**src/rtl/mem_access_pkg.sv**
```systemverilog
// Shared types and constants for the MAR/MDR memory access unit.
package mem_access_pkg;

    typedef enum logic [1:0] {
        IDLE   = 2'd0,
        ACCESS = 2'd1,
        DONE   = 2'd2
    } state_t;

    localparam logic [31:0] ERR_DATA_DEFAULT = 32'h0000_DEAD;

    localparam logic MARMUX_DATAP    = 1'b0;
    localparam logic MARMUX_ADDR_SUM = 1'b1;

endpackage

```
**src/rtl/mem_timeout_counter.sv**
```systemverilog
// Saturating wait counter: expired rises once TIMEOUT un-acknowledged access cycles have elapsed.
module mem_timeout_counter #(
    parameter int TIMEOUT = 255
) (
    input  logic clk,
    input  logic rst_n,
    input  logic clear,
    input  logic enable,
    output logic expired
);

    localparam int CNT_W = $clog2(TIMEOUT + 1);
    localparam logic [CNT_W-1:0] LIMIT = CNT_W'(TIMEOUT);

    logic [CNT_W-1:0] count;

    assign expired = (count == LIMIT);

    // Holds at LIMIT rather than wrapping so expired stays asserted until cleared.
    always_ff @(posedge clk or negedge rst_n) begin
        if (!rst_n) begin
            count <= '0;
        end else if (clear) begin
            count <= '0;
        end else if (enable && !expired) begin
            count <= count + CNT_W'(1);
        end
    end

endmodule

```
**src/rtl/mem_access_unit.sv**
```systemverilog
// MAR/MDR memory access unit with req/ack handshake to a variable-latency memory.
// Optional access timeout is compiled in with `define MEM_ACCESS_TIMEOUT_EN.
module mem_access_unit
    import mem_access_pkg::*;
#(
    parameter int               WIDTH    = 16,
    parameter int               ADDR_W   = 16,
    parameter int               TIMEOUT  = 255,
    parameter logic [WIDTH-1:0] ERR_DATA = WIDTH'(ERR_DATA_DEFAULT)
) (
    input  logic              Clk,
    input  logic              Reset,
    input  logic [WIDTH-1:0]  DATAP,
    input  logic [ADDR_W-1:0] Addr_Sum,
    input  logic              MARMUX,
    input  logic              LD_MAR,
    input  logic              LD_MDR,
    input  logic              Mem_Rd,
    input  logic              Mem_Wr,
    input  logic              Err_Clr,
    input  logic [WIDTH-1:0]  Mem_Rdata,
    input  logic              Mem_Ack,
    output logic              Mem_Req,
    output logic              Mem_We,
    output logic [ADDR_W-1:0] Mem_Addr,
    output logic [WIDTH-1:0]  Mem_Wdata,
    output logic [ADDR_W-1:0] MAR,
    output logic [WIDTH-1:0]  MDR,
    output logic              Busy,
    output logic              Done,
    output logic              Err
);

    state_t state;
    logic   timeout_hit;

    assign Mem_Addr  = MAR;
    assign Mem_Wdata = MDR;

`ifdef MEM_ACCESS_TIMEOUT_EN
    mem_timeout_counter #(
        .TIMEOUT (TIMEOUT)
    ) u_timeout (
        .clk     (Clk),
        .rst_n   (Reset),
        .clear   (state != ACCESS),
        .enable  ((state == ACCESS) && !Mem_Ack),
        .expired (timeout_hit)
    );

    // An ack arriving together with expiry wins, so Err only sets on a true timeout.
    always_ff @(posedge Clk or negedge Reset) begin
        if (!Reset) begin
            Err <= 1'b0;
        end else if ((state == ACCESS) && timeout_hit && !Mem_Ack) begin
            Err <= 1'b1;
        end else if (Err_Clr) begin
            Err <= 1'b0;
        end
    end
`else
    logic unused_cfg;

    assign timeout_hit = 1'b0;
    assign Err         = 1'b0;
    assign unused_cfg  = ^{Err_Clr, TIMEOUT};
`endif

    always_ff @(posedge Clk or negedge Reset) begin
        if (!Reset) begin
            state   <= IDLE;
            MAR     <= '0;
            MDR     <= '0;
            Mem_Req <= 1'b0;
            Mem_We  <= 1'b0;
            Busy    <= 1'b0;
            Done    <= 1'b0;
        end else begin
            Done <= 1'b0;
            case (state)
                IDLE: begin
                    if (LD_MAR) begin
                        MAR <= (MARMUX == MARMUX_ADDR_SUM) ? Addr_Sum : DATAP[ADDR_W-1:0];
                    end
                    if (LD_MDR) begin
                        MDR <= DATAP;
                    end
                    if (Mem_Rd || Mem_Wr) begin
                        state   <= ACCESS;
                        Mem_Req <= 1'b1;
                        Mem_We  <= !Mem_Rd;
                        Busy    <= 1'b1;
                    end
                end
                ACCESS: begin
                    if (Mem_Ack || timeout_hit) begin
                        state   <= DONE;
                        Mem_Req <= 1'b0;
                        Mem_We  <= 1'b0;
                        Done    <= 1'b1;
                        if (!Mem_We) begin
                            MDR <= Mem_Ack ? Mem_Rdata : ERR_DATA;
                        end
                    end
                end
                DONE: begin
                    state <= IDLE;
                    Busy  <= 1'b0;
                end
                default: begin
                    state   <= IDLE;
                    Mem_Req <= 1'b0;
                    Mem_We  <= 1'b0;
                    Busy    <= 1'b0;
                end
            endcase
        end
    end

endmodule

```
**config.mk**
```make
export PLATFORM = sky130hd
export DESIGN_NAME = mem_access_unit
export DESIGN_NICKNAME = d
export VERILOG_FILES = /design/src/rtl/mem_access_pkg.sv /design/src/rtl/mem_timeout_counter.sv /design/src/rtl/mem_access_unit.sv
export SDC_FILE = /design/constraint.sdc
export NUM_CORES = 1
export LEC_CHECK = 0
export ABC_AREA = 1
export BUFFER_PORTS_ARGS = -buffer_cell sky130_fd_sc_hd__buf_2
export CAP_MARGIN = 20
export CELL_PAD_IN_SITES_DETAIL_PLACEMENT = 2
export CELL_PAD_IN_SITES_GLOBAL_PLACEMENT = 2
export CORE_MARGIN = 2
export CORE_UTILIZATION = 24
export DETAILED_ROUTE_END_ITERATION = 8
export PLACE_DENSITY_LB_ADDON = 0.1
export SYNTH_ARGS = -nofsm -noshare
export SYNTH_HDL_FRONTEND = slang
export SYNTH_SLANG_ARGS = --single-unit
```
**constraint.sdc**
```tcl
create_clock -name Clk -period 3.5 [get_ports Clk]
set_input_delay 0.175 -clock Clk [delete_from_list [all_inputs] [get_ports Clk]]
set_output_delay 0.175 -clock Clk [all_outputs]
set_load 0.005 [all_outputs]
```
==> results by group <==
Outcome
  – Status: finished, final reports clean

Global route
  – Wire length of the first global-routing pass: ~12000 µm
  – Vias in the first global route: 2292
  – Grt total ovfl: 0
  – Largest net degree at the start of global routing: 39
  – Antenna violations before repair: 0
  – Overall global routing resource usage: between 15 and 20%

Final layout
  – ANT cells: 0
  – Synthesis-to-layout area growth: 24.36%
  – Multi-input combinational cell area: approximately 800 µm²
  – Register area: ~950 µm²
  – Fillers: about 1100
  – Nets@finish: 429
  – Layout cell share with drive strength beyond 1: 37.00%

STA
  – Clock period minus worst slack: around 2100 ps
  – Tcrit/Tclk final: 60.29%
  – Final number of hold-violating endpoints: 0
  – Hold Slack: ~30 ps
  – RSZ-0062 raised after global routing: false
  – Worst slew margin: about a third
  – Worst Max-Slew Pin Slew: ~980 ps
  – TNS Setup: 0 ps
  – Final setup fails: 0
  – Clk_skew: 5.462 ps
  – FMAX: roughly 0.47 GHz
  – Max Slew Vio Count: 0

Power and ir drop
  – Overall power: around 2200 µW
  – P_int: between 1000 and 1500 µW
  – Seq pwr share: approximately two fifths
  – Clock network power share: roughly 14%
  – Worst vdd ir: between 0.2 and 0.25 mV
  – Combinational share of power: ~48%
  – Leak: between 0.0015 and 0.002 µW
  – Power Density: about 830 nW/µm²
  – Sw Share: between 40% and 50%
  – Net Sw Power: about 970 µW

Setup path
  – Critical Path RT: approximately 3700 ps
  – Crit path arrival time: roughly 2300 ps
  – Crit path cell chain: nor3b_4 > buf_4 > nor2_1 > a21oi_1
  – WP buf/inv: 1
  – Crit end category: flip-flop
  – Setup CP Type: reg -> reg
  – CP top delay family: simple AND/OR/NAND/NOR gates
  – Critical Path Source Type: flip-flop
  – Crit-path max cell delay: between 700 and 800 ps
  – Crit path max fanout: 24
  – Critical path's slowest cell: dfrtp_1

Placed design
  – GP Congestion: 0.7316
  – HPWL after DPL: between 5000 and 6000 µm
  – PortBufs: 123

Synth
  – Post-Synth XOR/XNOR Area: 0%
  – Compound-Gate Fraction of Synth Area: roughly 9%
  – Yosys reg bits: 38
  – EDFF count, synth: 0
  – Top-count cell post-synth: nand2_1
  – Simple-gate portion of the synthesized area: 27.79%
  – Post-synth ARST share: 100.0%
  – Syn avg cell area: around 7.5 µm²
  – Syn Inst Count: 287
  – Largest area contributor in the netlist: dfrtp_1
  – Yosys warning count: 0
  – Top FF cell, synth: dfrtp_1
  – Sequential fraction of the synthesis area: between 40% and 50%
  – List of most frequent post-synthesis cells: nand2_1 (103), dfrtp_1 (38), buf_4 (37)
  – Synth Area in Adders: 0%
  – Post-synthesis cell type count: 19
  – Synth Cell Area: ~2200 µm²
  – Mux cell area share after synthesis: 0%
  – Combinational family with the most area after synthesis: simple AND/OR/NAND/NOR gates
  – Synth top area share: 44.19%
  – Mapped Nets: 344
  – Synth top area cells: dfrtp_1 (44%), nand2_1 (18%), buf_4 (13%)

Floorplanning
  – Num ports: between 100 and 150
  – Full die area: approximately 10000 µm²
  – Core outline area: around 8700 µm²
  – Starting density of the core: 24.68%
  – DIE WIDTH: 98.70 µm
  – Rows: 34
  – Die outline height: 98.70 µm

Clock tree
  – Clock slew at reported path FFs: approximately 80 ps
  – CTS sink cnt: 38
  – Clk_lat worst skew: ~290 ps
  – Total CTS buffers: 5
  – CTS Buffer Depth: 2
  – CTS HTree Levels: 2
  – Clock Root Buffer: clkbuf_8
  – Setup Buffers After CTS: 0
  – CTS Hold Buffers Added: 0
  – Post-CTS sizing: 0
  – CTS tree: yes

Drt
  – 1st-pass router iterations: 3
  – DRC: 0
  – Via-per-instance ratio: 4.399
  – DRT iter0 DRCs: 33
  – Detail Route Antenna Nets: 0
  – Avg WL per Cell: around 15 µm
  – Routed vias: 2116
  – DRT Wirelength: 7093 µm

Hold path
  – HP Class: in -> async

Flow run
  – Maximum Capacitance Violations: 0
==> power by group through the flow <==
stage          Clock [µW]  Sequential, µW  Combinational [µW]
2_1_floorplan           0             813                 824
3_3_place_gp            0             855                1060
3_5_place_dp            0             865                1090
4_1_cts               337             855                1100
5_1_grt               351             887                1230
6_report              319             848                1060
==> cell type report <==
type,count,share of cell area (%)
Clock buffer,7,3.226
Clock inverter,1,0.1870
Inverter,20,2.805
Multi-Input combinational cell,183,29.92
Sequential cell,38,35.53
Tap cell,108,5.049
Timing Repair Buffer,124,23.28
==> metrics by stage <==
step / utilization, % / area (µm²) / setup slack [ps] / instances
2_1_floorplan: - / 2152 / 2277 / 287
3_3_place_gp: 29.64 / 2585 / 1446 / 473
3_5_place_dp: 29.64 / 2585 / 1400 / 473
4_1_cts: 30.69 / 2676 / 1384 / 481
5_1_grt: 30.69 / 2676 / 1182 / 481
6_report: 30.69 / 2676 / 1390 / 481
==> worst paths after layout <==
check	startpoint	to	slack (ps)	cells after the start
min in group Clk	Mem_Rd	Mem_We	100	2
worst max register to register	state[0]	MAR[14]	1390	4
worst max-delay path	state[0]	MAR[14]	1390	4
worst min-delay path	Reset	MAR[10]	30	1
max in group asynchronous	Reset	MDR[3]	2890	1
worst min register to register	Mem_Req	Mem_Req	480	2
==> cell families after synthesis <==
family,Yosys count
AO/OA/AOI/OAI,37
flip-flops,38
other,1
buffers and inverters,66
AND/OR/NAND/NOR,145
==> per-layer routing <==
layer,vias up,GRT usage [%],part of all wire [%]
li1,1026,-,-
met4,0,3.477,0.90
met1,1017,18.74,42
met3,7,3.050,5.8
met5,-,0,0
met2,66,27.47,52
==> layout by cell type (no fill, tap or decap), drive strengths merged, types with 7 or more instances in the layout <==
cell type,n
a21oi,17
buf,124
clkbuf,7
dfrtp,38
inv,20
nand2,104
nand3,20
nor2,20
o21ai,20
==> flip-flops by register name (all words and copies together), names as in the netlist <==
name,count
state,2
Done,1
Mem_We,1
MDR,16
Busy,1
MAR,16
Mem_Req,1
Power figures use the tool's default switching activity.
